--- src/rtl/ts_packet_aligner.sv ---
// MPEG transport-stream sync aligner: hunts for 0x47 sync bytes at PKT_LEN spacing,
// locks after LOCK_CNT good syncs, drops after UNLOCK_CNT bad ones, forwards bytes while locked.
module ts_packet_aligner #(
    parameter int unsigned PKT_LEN    = 188,
    parameter int unsigned LOCK_CNT   = 3,
    parameter int unsigned UNLOCK_CNT = 3
) (
    input  logic       clk,
    input  logic       rst_n,
    input  logic       ts_valid_in,
    input  logic       ts_sync_in,
    input  logic [7:0] ts_data_in,
    output logic       ts_valid_out,
    output logic       ts_sync_out,
    output logic [7:0] ts_data_out,
    output logic       locked,
    output logic [1:0] state,
    output logic [7:0] err_count
);

    localparam int unsigned IDX_W  = $clog2(PKT_LEN);
    localparam int unsigned GCNT_W = $clog2(LOCK_CNT + 1);
    localparam int unsigned MCNT_W = $clog2(UNLOCK_CNT + 1);
    localparam logic [7:0]  SYNC_BYTE = 8'h47;

    typedef enum logic [1:0] {
        S_HUNT   = 2'd0,
        S_VERIFY = 2'd1,
        S_LOCKED = 2'd2,
        S_LOSS   = 2'd3
    } state_t;

    state_t              st;
    logic [IDX_W-1:0]    idx;
    logic [GCNT_W-1:0]   good_cnt;
    logic [MCNT_W-1:0]   miss_cnt;

    // Upstream packet-start flag is deliberately not trusted for alignment.
    logic sync_in_unused;
    assign sync_in_unused = ts_sync_in;

    logic               at_sync_c;
    logic               good_c;
    logic [IDX_W-1:0]   idx_inc_c;
    logic [GCNT_W-1:0]  good_next_c;
    logic [MCNT_W-1:0]  miss_next_c;
    logic               lock_hit_c;
    logic               unlock_hit_c;
    logic [7:0]         err_inc_c;
    logic               fwd_c;

    always_comb begin
        at_sync_c    = (idx == '0);
        good_c       = (ts_data_in == SYNC_BYTE);
        idx_inc_c    = (idx == IDX_W'(PKT_LEN - 1)) ? '0 : idx + IDX_W'(1);
        good_next_c  = good_cnt + GCNT_W'(1);
        miss_next_c  = miss_cnt + MCNT_W'(1);
        lock_hit_c   = (good_next_c >= GCNT_W'(LOCK_CNT));
        unlock_hit_c = (miss_next_c >= MCNT_W'(UNLOCK_CNT));
        err_inc_c    = (err_count == 8'hFF) ? err_count : err_count + 8'd1;
        // Forward iff the state after this byte is LOCKED or LOSS.
        fwd_c = 1'b0;
        if (ts_valid_in) begin
            case (st)
                S_VERIFY: fwd_c = at_sync_c && good_c && lock_hit_c;
                S_LOCKED: fwd_c = 1'b1;
                S_LOSS:   fwd_c = !(at_sync_c && !good_c && unlock_hit_c);
                default:  fwd_c = 1'b0;
            endcase
        end
    end

    always_ff @(posedge clk or negedge rst_n) begin
        if (!rst_n) begin
            st        <= S_HUNT;
            idx       <= '0;
            good_cnt  <= '0;
            miss_cnt  <= '0;
            err_count <= 8'h00;
            locked    <= 1'b0;
        end else if (ts_valid_in) begin
            case (st)
                S_HUNT: begin
                    if (good_c) begin
                        st       <= S_VERIFY;
                        idx      <= IDX_W'(1);
                        good_cnt <= GCNT_W'(1);
                    end
                end
                S_VERIFY: begin
                    if (!at_sync_c) begin
                        idx <= idx_inc_c;
                    end else if (good_c) begin
                        idx      <= idx_inc_c;
                        good_cnt <= good_next_c;
                        if (lock_hit_c) begin
                            st       <= S_LOCKED;
                            locked   <= 1'b1;
                            miss_cnt <= '0;
                        end
                    end else begin
                        st       <= S_HUNT;
                        idx      <= '0;
                        good_cnt <= '0;
                    end
                end
                S_LOCKED: begin
                    idx <= idx_inc_c;
                    if (at_sync_c && !good_c) begin
                        st        <= S_LOSS;
                        miss_cnt  <= MCNT_W'(1);
                        err_count <= err_inc_c;
                    end
                end
                default: begin
                    if (at_sync_c && good_c) begin
                        idx      <= idx_inc_c;
                        st       <= S_LOCKED;
                        miss_cnt <= '0;
                    end else if (at_sync_c) begin
                        err_count <= err_inc_c;
                        miss_cnt  <= miss_next_c;
                        if (unlock_hit_c) begin
                            st       <= S_HUNT;
                            idx      <= '0;
                            good_cnt <= '0;
                            miss_cnt <= '0;
                            locked   <= 1'b0;
                        end else begin
                            idx <= idx_inc_c;
                        end
                    end else begin
                        idx <= idx_inc_c;
                    end
                end
            endcase
        end
    end

    // Output stage: one-cycle registered forward, data holds when idle.
    always_ff @(posedge clk or negedge rst_n) begin
        if (!rst_n) begin
            ts_valid_out <= 1'b0;
            ts_sync_out  <= 1'b0;
            ts_data_out  <= 8'h00;
        end else begin
            ts_valid_out <= fwd_c;
            ts_sync_out  <= fwd_c && at_sync_c;
            if (fwd_c) begin
                ts_data_out <= ts_data_in;
            end
        end
    end

    assign state = st;

endmodule

--- config.mk ---
export PLATFORM = sky130hd
export DESIGN_NAME = ts_packet_aligner
export DESIGN_NICKNAME = d
export VERILOG_FILES = /design/src/rtl/ts_packet_aligner.sv
export SDC_FILE = /design/constraint.sdc
export NUM_CORES = 1
export LEC_CHECK = 0
export ABC_AREA = 1
export CAP_MARGIN = 20
export CORE_ASPECT_RATIO = 1.5
export CORE_MARGIN = 8
export CORE_UTILIZATION = 54
export CTS_CLUSTER_SIZE = 30
export DETAILED_ROUTE_END_ITERATION = 10
export GPL_ROUTABILITY_DRIVEN = 0
export PLACE_DENSITY_LB_ADDON = 0.15
export SLEW_MARGIN = 20
export SYNTH_ARGS = -nofsm -noshare
export SYNTH_HDL_FRONTEND = slang
export SYNTH_SLANG_ARGS = --single-unit
--- constraint.sdc ---
create_clock -name clk -period 2.2 [get_ports clk]
set_input_delay 0.44 -clock clk [delete_from_list [all_inputs] [get_ports clk]]
set_output_delay 0.44 -clock clk [all_outputs]
set_load 0.05 [all_outputs]
; After elaboration in Yosys (flattened, before gate mapping)
; Index checks and enable logic that the tools add are counted.
[totals]
ff_bits = 33
wordCells = 101
input_bits = 12
[op_classes]
n_reduce_logical = 24
mux = 43
bitwise = 4
n_addsub = 4
n_lt_le_gt_ge = 2
eq_ne = 15
[op_table]
columns = cell, count
row1 = 8-bit 2-to-1 mux, 11
row2 = 2-bit 2-to-1 mux, 18
row3 = 7-bit AND reduction, 4
row4 = 8-bit one-hot mux with 3 select lines, 1
row5 = 2-bit one-hot mux with 3 select lines, 3
row6 = 8-bit by 1-bit adder with 8-bit output (second input constant), 2
row7 = 8-bit == test (second input constant), 2
row8 = 8-bit one-hot mux with 2 select lines, 1
row9 = 2-bit != test (second input constant), 5
row10 = 3-bit nonzero test, 3
row11 = 8-bit by 7-bit == test with 1-bit output (second input constant), 1
row12 = 8-bit logical NOT, 1
row13 = 1-bit 2-to-1 mux, 7
row14 = 1-bit logical AND, 5
row15 = 5-bit AND reduction, 1
row16 = 5-bit nonzero test, 1
row17 = 2-bit by 1-bit adder with 2-bit output (second input constant), 2
row18 = 2-bit == test (second input constant), 2
row19 = 2-bit >= comparator (second input constant), 2
row20 = 2-bit by 1-bit != test with 1-bit output (second input constant), 2
row21 = 1-bit inverter, 4
row22 = 2-bit nonzero test, 2
row23 = 4-bit nonzero test, 1
row24 = 2-bit OR reduction, 2
row25 = other kinds (8), 9

; Longest topological paths before layout
[logic_depth]
word_depth = 8
mapped_depth = 11

; Worst setup path after synthesis
; Ideal clock, no wire load.
[synth_path]
path_kind = register -> register
from = register st[0], in the netlist state[0]
to = register err_count[6]
slack_ns = 0.208
arrival_time_ns = 1.850
setup_ns = 0.142
period_less_slack_ns = 1.992
stages_incl_launch_ff = 10
path_buffers = 1
path_cell_list = dfrtp_1 > inv_1 > ha_1 > inv_1 > nand2_1 > nor2_1 > nand4_2 > buf_6 > nor2_4 > xor2_2
[synth_via]
elab_chain_cells = 4
[synth_rtl]
columns = item, line
row1 = "start, declared", 33  ; state_t st;
row2 = "start signal, assigned", 75  ; st <= S_HUNT;
row3 = "start signal, assigned", 85  ; st <= S_VERIFY;
row4 = "start signal, assigned", 97  ; st <= S_LOCKED;
row5 = 2-bit by 1-bit == test with 1-bit output / 2-bit logical NOT (equally long branches), 82  ; case (st)
row6 = 2-bit OR reduction (no source line), n/a
row7 = 1-bit inverter (no source line), n/a
row8 = 5-bit AND reduction (no source line), n/a
row9 = "end signal, assigned", 112  ; err_count <= err_inc_c;
row10 = "end signal, assigned", 121  ; err_count <= err_inc_c;
row11 = "end, declared", 18  ; output logic [7:0] err_count
; Parallel ways exist; a longest one is shown, timed or not.
; A chain may end at the register's enable or synchronous reset.

; Worst setup path in the final report
[layout_path]
from = register st[1], in the netlist state[1]
to = output state[1]
[layout_rtl]
columns = item, line
row1 = "end, declared", 17  ; output logic [1:0] state,
; No word-level cell between the ends.

==> metrics <==
Pleak between 1 and 1.5 nW; Worst EP required 1.76 ns; post-CTS setup buffers 0; CTS tree yes; Initial Util between 50% and 60%; clk slew on worst S/H paths approximately 0.07 ns; CP Cell Sequence buf_4 -> clkdlybuf4s50_1; Tot GR Track Use 16.2%; Final Setup Violations 0; async set-reset flop share out of synthesis 100%; DIE AREA around 6300 sq um; htree depth 2; Fin Setup TNS 0 ns; largest area contributor in the netlist dfrtp_1; vias in the first global route about 1900; GR Overflow Total 0; clock sink count 33; top_reg_cell synth dfrtp_1; synth unique cells 29; WP buf/inv 2; worst-path maximum fanout 6; # diodes 0; Crit. path cell count 2; # IOs 33; DIE WIDTH about 68 um; most area-consuming cells after synthesis dfrtp_1 38%, nand2_1 15%, inv_1 7.3%, nand3_1 6.0%, nor2_1 5.9%; via count 1988; CTS Buf Count 5; relative slew slack 66.0%; Multi-input gate area 1160 sq um; DRC 0; post-synthesis sequential area ratio roughly two fifths; port bufs 31; Max-Cap Viols 0; hpwl dp approximately 3.7 mm; Synth Instances roughly 300; Core Box Area approximately 3900 sq um; Tmin final about 2 ns; drt total wl about 4.8 mm; Post-synth top cells 86 x nand2_1, 42 x inv_1, 34 x nor2_1; Critical R2R Launch state[0]$_DFFE_PN0P_; status finished clean; RSZ-0062 raised after global routing no; Startpoint Class flop; final hold vios 0; Net Count, Synth roughly 320; Yosys top cell area share 38.1%; Crit Path Class reg2out; DIE HEIGHT approximately 94 um; Nets 359; Mapped Area between 2000 and 2500 sq um; DR pass1 iterations 4; Setup Skew between 0.003 and 0.004 ns; share of cells above drive strength 1 roughly a tenth; Worst Path Arrival roughly 1.6 ns; Setup crit end kind output port; Placed Area 2560 sq um; Pwr Density between 900 and 1000 nW/um^2; Max Clk Rate ~0.49 GHz; most common cell in the synthesized netlist nand2_1; Routed Antenna Nets 0; via-per-instance ratio just over 5; CP startpoint state[1]$_DFFE_PN0P_; Worst R2R Path Depth 9; # hold bufs at CTS 0; VDD IR max about 0.00069 V; final worst-path cycle share approximately 90%; Placed Cells between 300 and 400; final instance area between 2000 and 3000 sq um; area delta synth->final 21.9%; mean post-synth cell area 7.30 sq um; CTS resizes 0; Fill cells 334; Slew @ Worst Pin approximately 0.51 ns; crit-path max cell delay between 0.8 and 0.9 ns; Post-synth EDFFs 0; Critical-path top delay cell clkdlybuf4s50_1; crit-path leading delay family buffers and inverters; largest buffer count on any clock path 2; largest net degree at the start of global routing 34; Synth Register Bits 33; first-pass GRT wire length just over 8 mm; Cell Rows 28; CTS Root Cell clkbuf_8; Yosys warnings 0; initial antenna violation count 0; routed length per placed instance roughly 13 um; FF/Latch Area 826 sq um; RR Endpoint ts_data_out[6]$_DFFE_PN0P_; Iteration-0 DRC Markers approximately 100; fin cells about 380; clock latency on the worst-skew pair 0.28 ns; CP Capture Point state[1]; max-slew violations 0; FF-to-FF setup slack 0.31 ns; HP Class reg2reg
[tightest hold or removal path, delay by kind of cell (launching register included)]
family,cells,cell delay (ns)
simple gates,2,0.10
flops,1,0.34
[worst min path at each step]
stage | from | to | slack, ns | cells after the start
2_1_floorplan | rst_n | err_count[0]$_DFFE_PN0P_ | 0.14 | 0
3_3_place_gp | ts_data_out[3]$_DFFE_PN0P_ | ts_data_out[3]$_DFFE_PN0P_ | 0.45 | 2
3_5_place_dp | ts_data_out[3]$_DFFE_PN0P_ | ts_data_out[3]$_DFFE_PN0P_ | 0.46 | 2
4_1_cts | ts_data_out[3]$_DFFE_PN0P_ | ts_data_out[3]$_DFFE_PN0P_ | 0.48 | 2
5_1_grt | ts_data_out[1]$_DFFE_PN0P_ | ts_data_out[1]$_DFFE_PN0P_ | 0.51 | 2
6_report | ts_data_out[4]$_DFFE_PN0P_ | ts_data_out[4]$_DFFE_PN0P_ | 0.47 | 2
[metal layers]
layer / wire [um] / vias to the layer above / part of all wire (%) / track usage [%]
met4: 56 / 0 / 1.2 / 6.48
li1: - / 1019 / - / -
met5: 0 / - / 0 / 0
met2: 2500 / 52 / 52 / 28.5
met1: 1950 / 912 / 41 / 17.9
met3: 301 / 5 / 6.3 / 3.47
[state kept, by name, indices dropped and copies added (netlist names)]
signal / cells
ts_valid_out: 1
ts_sync_out: 1
err_count: 8
ts_data_out: 8
miss_cnt: 2
locked: 1
idx: 8
state: 2
good_cnt: 2
[cell usage in the layout, fill, tap and decap left out]
| master | count |
|---|---|
| a21oi_1 | 6 |
| buf_4 | 5 |
| clkbuf_8 | 5 |
| clkdlybuf4s50_1 | 31 |
| clkinv_1 | 1 |
| clkinv_2 | 2 |
| clkinvlp_4 | 1 |
| dfrtp_1 | 33 |
| ha_1 | 9 |
| inv_1 | 42 |
| inv_2 | 1 |
| nand2_1 | 86 |
| nand2_2 | 7 |
| nand2_8 | 1 |
| nand3_1 | 26 |
| nand3_2 | 1 |
| nand3_4 | 2 |
| nand3b_1 | 1 |
| nand4_1 | 7 |
| nand4_2 | 1 |
| nor2_1 | 34 |
| nor2_2 | 4 |
| nor2_4 | 1 |
| nor2_8 | 1 |
| nor3_1 | 2 |
| o21ai_0 | 16 |
| o21ai_2 | 1 |
| o311ai_0 | 3 |
| o31ai_1 | 1 |
| xnor2_1 | 1 |
| xor2_1 | 6 |
| xor2_2 | 1 |
[stage by stage]
| stage | hold WS (ns) | util, % | setup WS (ns) | power (mW) |
|---|---|---|---|---|
| after floorplan | 0.144 | - | 0.208 | 1.63 |
| after detailed placement | 0.458 | 65.8 | 0.0949 | 1.95 |
| after CTS | 0.477 | 68.0 | 0.162 | 2.41 |
| final | 0.470 | 68.0 | 0.171 | 2.39 |
| after global placement | 0.453 | 65.8 | 0.125 | 1.93 |
| after global routing | 0.515 | 68.0 | 0.118 | 2.57 |
[logic make-up (layout without fill, tap and decap cells)]
kind of cell	count (synthesis)	after routing	synth area share, %
buf+inv	46	88	8.36
xor+xnor	8	8	3.58
fa+ha+maj	9	9	5.19
compound gates	27	27	7.04
flops	33	33	38.1
simple gates	174	174	37.8
[power by group]
group          switching, mW  total, mW  leakage, nW  internal (mW)
clock network          0.237      0.455       0.0439          0.218
registers              0.113      0.828        0.445          0.716
logic                  0.738       1.11        0.844          0.372
total                   1.09       2.39         1.33           1.31
[layout make-up]
class	instances	area share [%]
sequential	33	31.2
multi-input combinational	218	44.0
clock inverter	3	0.663
inverter	44	6.25
clock buffer	5	2.60
tap	45	2.13
timing repair buffer	36	13.2
Power figures use the tool's default switching activity.
